## config.mk

```make
export PLATFORM = sky130hd
export DESIGN_NAME = regfile_wr_sched_flat
export DESIGN_NICKNAME = d
export VERILOG_FILES = /design/src/rtl/regfile_wr_sched_pkg.sv /design/src/rtl/regfile_wr_sched_if.sv /design/src/rtl/regfile_wr_sched_reg_scoreboard.sv /design/src/rtl/regfile_wr_sched.sv /design/src/flat_wrapper.sv
export SDC_FILE = /design/constraint.sdc
export NUM_CORES = 1
export LEC_CHECK = 0
export BUFFER_PORTS_ARGS = -buffer_cell sky130_fd_sc_hd__buf_2
export CORE_ASPECT_RATIO = 2
export CORE_UTILIZATION = 44
export DETAILED_ROUTE_END_ITERATION = 10
export GPL_TIMING_DRIVEN = 0
export PLACE_DENSITY = 0.78
export SKIP_LAST_GASP = 1
export SLEW_MARGIN = 20
export SYNTH_ARGS = -nofsm -noshare
export SYNTH_HDL_FRONTEND = slang
export SYNTH_HIERARCHICAL = 1
export SYNTH_SLANG_ARGS = --single-unit
```

## constraint.sdc

```tcl
create_clock -name clk -period 1.9 [get_ports clk]
set_input_delay 0.19 -clock clk [delete_from_list [all_inputs] [get_ports clk]]
set_output_delay 0.19 -clock clk [all_outputs]
set_load 0.05 [all_outputs]
```

## src/rtl/regfile_wr_sched_pkg.sv

```systemverilog
// Shared types and constants for the register-file write-port scheduler.
// Latency: n/a (declarations only).
// Backpressure: n/a.
package regfile_wr_sched_pkg;

  localparam int REG_ADDR_W = 5;
  localparam int NUM_REGS   = 32;

  typedef logic [REG_ADDR_W-1:0] reg_addr_t;

  // Starvation FSM: RUN gives the pipeline priority, YIELD forces one long-latency write.
  typedef enum logic {
    RUN   = 1'b0,
    YIELD = 1'b1
  } sched_state_e;

  // One-hot decode of a register address into a scoreboard mask.
  function automatic logic [NUM_REGS-1:0] reg_onehot(input reg_addr_t a);
    logic [NUM_REGS-1:0] v;
    v    = '0;
    v[a] = 1'b1;
    return v;
  endfunction

endpackage

```

## src/rtl/regfile_wr_sched_if.sv

```systemverilog
// Bundle of all request, hazard and write-port signals around the scheduler.
// Latency: n/a (wires only).
// Backpressure: l_ready/iss_ready/p_hold/dec_stall flow from slave to master.
interface regfile_wr_sched_if #(
  parameter int bit_width = 32
);
  import regfile_wr_sched_pkg::*;

  logic                 p_wr;
  reg_addr_t            p_rd;
  logic [bit_width-1:0] p_data;
  logic                 p_hold;
  logic                 l_valid;
  reg_addr_t            l_rd;
  logic [bit_width-1:0] l_data;
  logic                 l_ready;
  logic                 iss_valid;
  reg_addr_t            iss_rd;
  logic                 iss_ready;
  reg_addr_t            dec_rs;
  reg_addr_t            dec_rt;
  logic                 dec_stall;
  logic                 rf_wr;
  reg_addr_t            rf_reg;
  logic [bit_width-1:0] rf_data;
  logic                 proto_err;

  // CPU side: presents requests, consumes grants, stalls and the write port.
  modport master (
    output p_wr, p_rd, p_data, l_valid, l_rd, l_data, iss_valid, iss_rd, dec_rs, dec_rt,
    input  p_hold, l_ready, iss_ready, dec_stall, rf_wr, rf_reg, rf_data, proto_err
  );

  // Scheduler side.
  modport slave (
    input  p_wr, p_rd, p_data, l_valid, l_rd, l_data, iss_valid, iss_rd, dec_rs, dec_rt,
    output p_hold, l_ready, iss_ready, dec_stall, rf_wr, rf_reg, rf_data, proto_err
  );

endinterface

```

## src/rtl/regfile_wr_sched_reg_scoreboard.sv

```systemverilog
// Busy-bit scoreboard for long-latency destinations plus RAW/WAW lookups.
// Latency: set/clear visible the cycle after the event; lookups are combinational.
// Backpressure: o_iss_rdy low on WAW, o_dec_stall high on RAW.
module reg_scoreboard
  import regfile_wr_sched_pkg::*;
(
  input  logic      clk,
  input  logic      rst,
  input  logic      i_iss_vld,
  input  reg_addr_t i_iss_reg,
  input  logic      i_clr_vld,
  input  reg_addr_t i_clr_reg,
  input  reg_addr_t i_rs,
  input  reg_addr_t i_rt,
  output logic      o_iss_rdy,
  output logic      o_dec_stall
);

  // r0 is hardwired zero, so it can never be outstanding.
  localparam logic [NUM_REGS-1:0] R0_KEEP = {{(NUM_REGS-1){1'b1}}, 1'b0};

  logic [NUM_REGS-1:0] r_busy;
  logic [NUM_REGS-1:0] w_set_mask;
  logic [NUM_REGS-1:0] w_clr_mask;

  // Lookups use registered busy only: a clearing write is not bypassed.
  assign o_iss_rdy   = !r_busy[i_iss_reg];
  assign o_dec_stall = ((i_rs != '0) && r_busy[i_rs]) || ((i_rt != '0) && r_busy[i_rt]);

  // Decode this cycle's accepted issue and long-latency completion into masks.
  always_comb begin
    w_set_mask = '0;
    w_clr_mask = '0;
    if (i_iss_vld && o_iss_rdy && (i_iss_reg != '0)) w_set_mask = reg_onehot(i_iss_reg);
    if (i_clr_vld) w_clr_mask = reg_onehot(i_clr_reg);
  end

  // Clear first then set, so a same-cycle set of the same register wins.
  always_ff @(posedge clk or negedge rst) begin
    if (!rst) r_busy <= '0;
    else      r_busy <= ((r_busy & ~w_clr_mask) | w_set_mask) & R0_KEEP;
  end

endmodule

```

## src/rtl/regfile_wr_sched.sv

```systemverilog
// Shares the register-file write port between writeback and the long-latency unit.
// Latency: 0 cycles request to rf_*; p_hold/proto_err/busy are registered.
// Backpressure: l_ready grant, iss_ready on WAW, dec_stall on RAW; writeback has none.
module regfile_wr_sched
  import regfile_wr_sched_pkg::*;
#(
  parameter int bit_width  = 32,
  parameter int STARVE_LIM = 4
) (
  input logic               clk,
  input logic               rst,
  regfile_wr_sched_if.slave bus
);

  localparam logic [3:0] LIM = 4'(STARVE_LIM);

  sched_state_e         r_state;
  logic [3:0]           r_wait_cnt;
  logic                 r_p_hold;
  logic                 r_proto_err;
  logic                 w_p_grant;
  logic                 w_l_ready;
  logic                 w_l_xfer;
  logic                 w_rf_wr;
  reg_addr_t            w_rf_reg;
  logic [bit_width-1:0] w_rf_data;

  // Pipeline wins unless the FSM is forcing a yield.
  assign w_p_grant = bus.p_wr && !r_p_hold;
  assign w_l_ready = r_p_hold || !bus.p_wr;
  assign w_l_xfer  = bus.l_valid && w_l_ready;

  assign bus.l_ready   = w_l_ready;
  assign bus.p_hold    = r_p_hold;
  assign bus.proto_err = r_proto_err;
  assign bus.rf_wr     = w_rf_wr;
  assign bus.rf_reg    = w_rf_reg;
  assign bus.rf_data   = w_rf_data;

  // Steer the granted source onto the write port; zeros when idle.
  always_comb begin
    w_rf_wr   = 1'b0;
    w_rf_reg  = '0;
    w_rf_data = '0;
    if (w_p_grant) begin
      w_rf_wr   = 1'b1;
      w_rf_reg  = bus.p_rd;
      w_rf_data = bus.p_data;
    end else if (w_l_xfer) begin
      w_rf_wr   = 1'b1;
      w_rf_reg  = bus.l_rd;
      w_rf_data = bus.l_data;
    end
  end

  // Starvation FSM: count consecutive denials, then hold the pipeline for one cycle.
  always_ff @(posedge clk or negedge rst) begin
    if (!rst) begin
      r_state     <= RUN;
      r_wait_cnt  <= '0;
      r_p_hold    <= 1'b0;
      r_proto_err <= 1'b0;
    end else begin
      r_proto_err <= r_proto_err | (bus.p_wr & r_p_hold);
      case (r_state)
        RUN: begin
          if (bus.l_valid && !w_l_ready) begin
            r_wait_cnt <= r_wait_cnt + 4'd1;
            if (r_wait_cnt + 4'd1 == LIM) begin
              r_state  <= YIELD;
              r_p_hold <= 1'b1;
            end
          end else begin
            r_wait_cnt <= '0;
          end
        end
        YIELD: begin
          // l_ready is forced high here, so either a transfer happens or l_valid is low.
          r_state    <= RUN;
          r_p_hold   <= 1'b0;
          r_wait_cnt <= '0;
        end
        default: begin
          r_state    <= RUN;
          r_p_hold   <= 1'b0;
          r_wait_cnt <= '0;
        end
      endcase
    end
  end

  reg_scoreboard u_scoreboard (
    .clk         (clk),
    .rst         (rst),
    .i_iss_vld   (bus.iss_valid),
    .i_iss_reg   (bus.iss_rd),
    .i_clr_vld   (w_l_xfer),
    .i_clr_reg   (bus.l_rd),
    .i_rs        (bus.dec_rs),
    .i_rt        (bus.dec_rt),
    .o_iss_rdy   (bus.iss_ready),
    .o_dec_stall (bus.dec_stall)
  );

endmodule

```

## src/flat_wrapper.sv

```systemverilog
// flat-port wrapper written by rule: the top's interface ports become plain ports
module regfile_wr_sched_flat import regfile_wr_sched_pkg::*;
#(
  parameter int bit_width  = 32,
  parameter int STARVE_LIM = 4
)
  (clk, rst, bus_p_wr, bus_p_rd, bus_p_data, bus_l_valid, bus_l_rd, bus_l_data, bus_iss_valid, bus_iss_rd, bus_dec_rs, bus_dec_rt, bus_p_hold, bus_l_ready, bus_iss_ready, bus_dec_stall, bus_rf_wr, bus_rf_reg, bus_rf_data, bus_proto_err);
  regfile_wr_sched_if #(.bit_width(bit_width)) bus_i ();
  input logic clk;
  input logic rst;
  input wire logic [$bits(bus_i.p_wr)-1:0] bus_p_wr;
  input wire logic [$bits(bus_i.p_rd)-1:0] bus_p_rd;
  input wire logic [$bits(bus_i.p_data)-1:0] bus_p_data;
  input wire logic [$bits(bus_i.l_valid)-1:0] bus_l_valid;
  input wire logic [$bits(bus_i.l_rd)-1:0] bus_l_rd;
  input wire logic [$bits(bus_i.l_data)-1:0] bus_l_data;
  input wire logic [$bits(bus_i.iss_valid)-1:0] bus_iss_valid;
  input wire logic [$bits(bus_i.iss_rd)-1:0] bus_iss_rd;
  input wire logic [$bits(bus_i.dec_rs)-1:0] bus_dec_rs;
  input wire logic [$bits(bus_i.dec_rt)-1:0] bus_dec_rt;
  output wire logic [$bits(bus_i.p_hold)-1:0] bus_p_hold;
  output wire logic [$bits(bus_i.l_ready)-1:0] bus_l_ready;
  output wire logic [$bits(bus_i.iss_ready)-1:0] bus_iss_ready;
  output wire logic [$bits(bus_i.dec_stall)-1:0] bus_dec_stall;
  output wire logic [$bits(bus_i.rf_wr)-1:0] bus_rf_wr;
  output wire logic [$bits(bus_i.rf_reg)-1:0] bus_rf_reg;
  output wire logic [$bits(bus_i.rf_data)-1:0] bus_rf_data;
  output wire logic [$bits(bus_i.proto_err)-1:0] bus_proto_err;
  assign bus_i.p_wr = bus_p_wr;
  assign bus_i.p_rd = bus_p_rd;
  assign bus_i.p_data = bus_p_data;
  assign bus_i.l_valid = bus_l_valid;
  assign bus_i.l_rd = bus_l_rd;
  assign bus_i.l_data = bus_l_data;
  assign bus_i.iss_valid = bus_iss_valid;
  assign bus_i.iss_rd = bus_iss_rd;
  assign bus_i.dec_rs = bus_dec_rs;
  assign bus_i.dec_rt = bus_dec_rt;
  assign bus_p_hold = bus_i.p_hold;
  assign bus_l_ready = bus_i.l_ready;
  assign bus_iss_ready = bus_i.iss_ready;
  assign bus_dec_stall = bus_i.dec_stall;
  assign bus_rf_wr = bus_i.rf_wr;
  assign bus_rf_reg = bus_i.rf_reg;
  assign bus_rf_data = bus_i.rf_data;
  assign bus_proto_err = bus_i.proto_err;
  regfile_wr_sched #(.bit_width(bit_width), .STARVE_LIM(STARVE_LIM)) u_core (.clk(clk), .rst(rst), .bus(bus_i));
endmodule
```

==> impl_metrics.py <==
metrics = {
    "hold_path": {
        "hold_path.class": "in -> async",
    },
    "outcome": {
        "outcome": "finished, violations left",
        "violations": "negative setup slack",
    },
    "synthesis": {
        "synth_area_leaders": "dfrtp_1 30%, nand2_1 9.4%, mux4_2 9.3%",
        "syn-num-nets": 472,
        "yosys_warnings": 6,
        "synth_top_cell_by_area": "dfrtp_1",
        "yosysUniqueCellTypes": 56,
        "syn_area_um2": 3150,
        "avgSynthCellArea_um2": 8.37,
        "synth_edf_count": 0,
        "ys_ff_latch": 38,
        "synth_top_area_share_pct": 30.2,
        "synthFlopType": "dfrtp_1",
        "ys_seq_area_share_pct": 30.2,
        "synthCells": 376,
        "async_flop_share_pct": 100,
    },
    "floorplan": {
        "die_x_um": 61.8,
        "dieArea_um2": 7510,
        "io_pins": 137,
        "die_h_um": 122,
        "initial_utilization_pct": 45.3,
        "row_count": 43,
        "core_um2": 6940,
    },
    "sta": {
        "clock_skew_ps": 2.51,
        "holdWs_ps": 17.6,
        "slew_viol_final": 0,
        "timing.final.ws_setup_ps": -258,
        "period_share_pct": 114,
        "rsz0062_at_grt": "yes",
        "fmax_mhz": 463,
        "hold_viol": 0,
        "relSlewSlack_pct": 42.1,
        "tightest_slew_ps": 868,
        "setup_viol": 29,
        "finalSetupTns_ps": -1640,
        "period_needed_ps": 2160,
    },
    "detailed_routing": {
        "drt_iter0_markers": 259,
        "routed.top_layer": "met4",
        "num_vias": 3641,
        "routed_wl_um": 11500,
        "routed-wl-met2_um": 6180,
        "ant_nets": 0,
        "first_pass_iters": 6,
        "via_per_inst": 5.98,
        "wl_per_cell_um": 18.8,
        "route.detailed.drc": 0,
        "wl_met1_um": 3740,
        "met3_length_um": 905,
    },
    "layout": {
        "post-route-util_pct": 62.8,
        "fin_cells": 609,
        "diodes": 0,
        "final_common_cell": "buf_2",
        "final_cell_mix": "123 x buf_2, 79 x nand2_1, 44 x nand3_1, 37 x dfrtp_1",
        "fillerInstances": 567,
        "area_growth_pct": 38.6,
        "drive_gt1_share_pct": 44.3,
        "nets": 614,
    },
    "placed_design": {
        "post-place-ws_ps": -157,
        "port_buffers": 128,
        "placed_cells": 594,
        "gp_congestion": 0.925,
        "dp_hpwl_um": 8370,
    },
    "power_and_ir_drop": {
        "ir_drop_uv": 508,
        "p_switching_mw": 1.39,
        "sw_frac_of_total_pct": 36.7,
        "combinationalPowerShare_pct": 38.8,
        "clkPwrFrac_pct": 29.5,
        "intPower_mw": 2.40,
        "seqPwrFrac_pct": 31.7,
        "leakagePower_nw": 2.12,
        "cellPowerDensity_nw_per_um2": 870,
    },
    "grt": {
        "grt_pass1_vias": 3466,
        "antenna_found_initial": 0,
        "grt_usage_pct": 31.7,
        "grt_overflow": 0,
        "grt_max_degree": 39,
        "grt_pass1_wl_um": 17200,
    },
    "clock_tree": {
        "clock-sinks": 38,
        "cts_buffers": 5,
        "clkTransAtPathRegs_ps": 60,
        "clk_latency_ps": 290,
        "clk_path_buf_depth": 2,
        "cts_max_level": 2,
        "cts_root_buffer": "clkbuf_16",
        "hold_buffers": 0,
        "cts_tree": "yes",
    },
    "critical_path": {
        "critPathRequiredTime_ps": 1710,
        "crit_type": "reg -> out",
        "cp-start-kind": "register",
        "worstPathMaxFanout": 4,
        "worst_setup_path_end_kind": "output port",
        "worstPathArrival_ps": 1970,
    },
    "job": {
        "max-cap-violations": 0,
    },
}
==> critical path, stage by stage (launching register included) <==
cell and delay [ps]:
dfrtp_1 440, mux4_2 520, a22oi_2 170, o31ai_1 100
nor3_1 150, nand4_1 130, buf_6 180
==> state kept, by name (all words and copies together), names as in the netlist <==
name / cells
u_core/u_scoreboard/r_busy: 31
u_core/bus.proto_err: 1
u_core/bus.p_hold: 1
u_core/r_wait_cnt: 4
u_core/r_state: 1
==> logic make-up (layout without fill, tap and decap cells) <==
kind of cell / Yosys count / in the layout / share of synthesized area (%)
multiplexers: 32 / 32 / 15.6
AO/OA/AOI/OAI: 81 / 81 / 15.1
AND/OR/NAND/NOR: 189 / 189 / 30.9
flip-flops: 38 / 38 / 30.2
XOR/XNOR: 2 / 2 / 0.557
adder cells (fa/ha/maj): 2 / 2 / 0.795
buffers and inverters: 32 / 175 / 6.76
==> repair_timing <==
item	4_1_cts	5_1_grt
resized for setup	13	42
pin swaps	4	14
setup endpoints to repair	30	35
buffers inserted	2	5
cloned	0	0
==> metrics by stage <==
stage	area [um^2]	total power, mW
floorplan	3180	2.04
global placement	3930	2.41
detailed placement	3930	2.46
CTS	4190	3.63
global route	4360	3.95
finish	4360	3.79
==> worst paths after layout <==
check | start | end | depth (start not counted) | slack (ps)
max in group asynchronous | rst | u_core/bus.p_hold | 1 | 1270
min | rst | u_core/u_scoreboard/r_busy[9] | 1 | 20
max | u_core/u_scoreboard/r_busy[19] | bus_dec_stall | 6 | -260
min in group clk | bus_p_wr | u_core/bus.proto_err | 2 | 180
max reg2reg | u_core/u_scoreboard/r_busy[15] | u_core/u_scoreboard/r_busy[6] | 5 | -110
min reg2reg | u_core/bus.proto_err | u_core/bus.proto_err | 1 | 470
==> metal layers <==
layer,GRT usage (%),vias to the layer above
met5,0,-
met4,22.2,0
met3,6.58,57
met2,55.4,243
met1,31.3,1683
li1,-,1658
==> power groups by stage <==
stage | Combinational (mW) | Sequential (mW) | Clock [mW]
2_1_floorplan | 0.918 | 1.12 | 0
3_3_place_gp | 1.24 | 1.17 | 0
3_5_place_dp | 1.26 | 1.19 | 0
4_1_cts | 1.32 | 1.18 | 1.13
5_1_grt | 1.59 | 1.21 | 1.15
6_report | 1.47 | 1.20 | 1.12
==> area by class of cell <==
type	instances	area, um^2	area share (%)
inverters	8	30.0	0.689
well taps	90	113	2.58
multi-input cells	306	2150	49.3
repair buffers	135	722	16.6
flip-flops and latches	38	952	21.8
clock inverters	2	60.1	1.38
clock buffers	6	139	3.19
plain buffers	24	196	4.51
==> synthesized netlist by cell type, types with 7 or more instances <==
library cell and count:
mux2i_1 13, clkbuf_1 7, nor2_1 10, o21ai_1 27, o21ai_0 32, dfrtp_1 38
nand2_1 79, inv_1 7, or3_1 9, mux4_2 13, nand3_1 46, nand3b_1 9
Note: power is estimated with default switching activity, not from simulation.
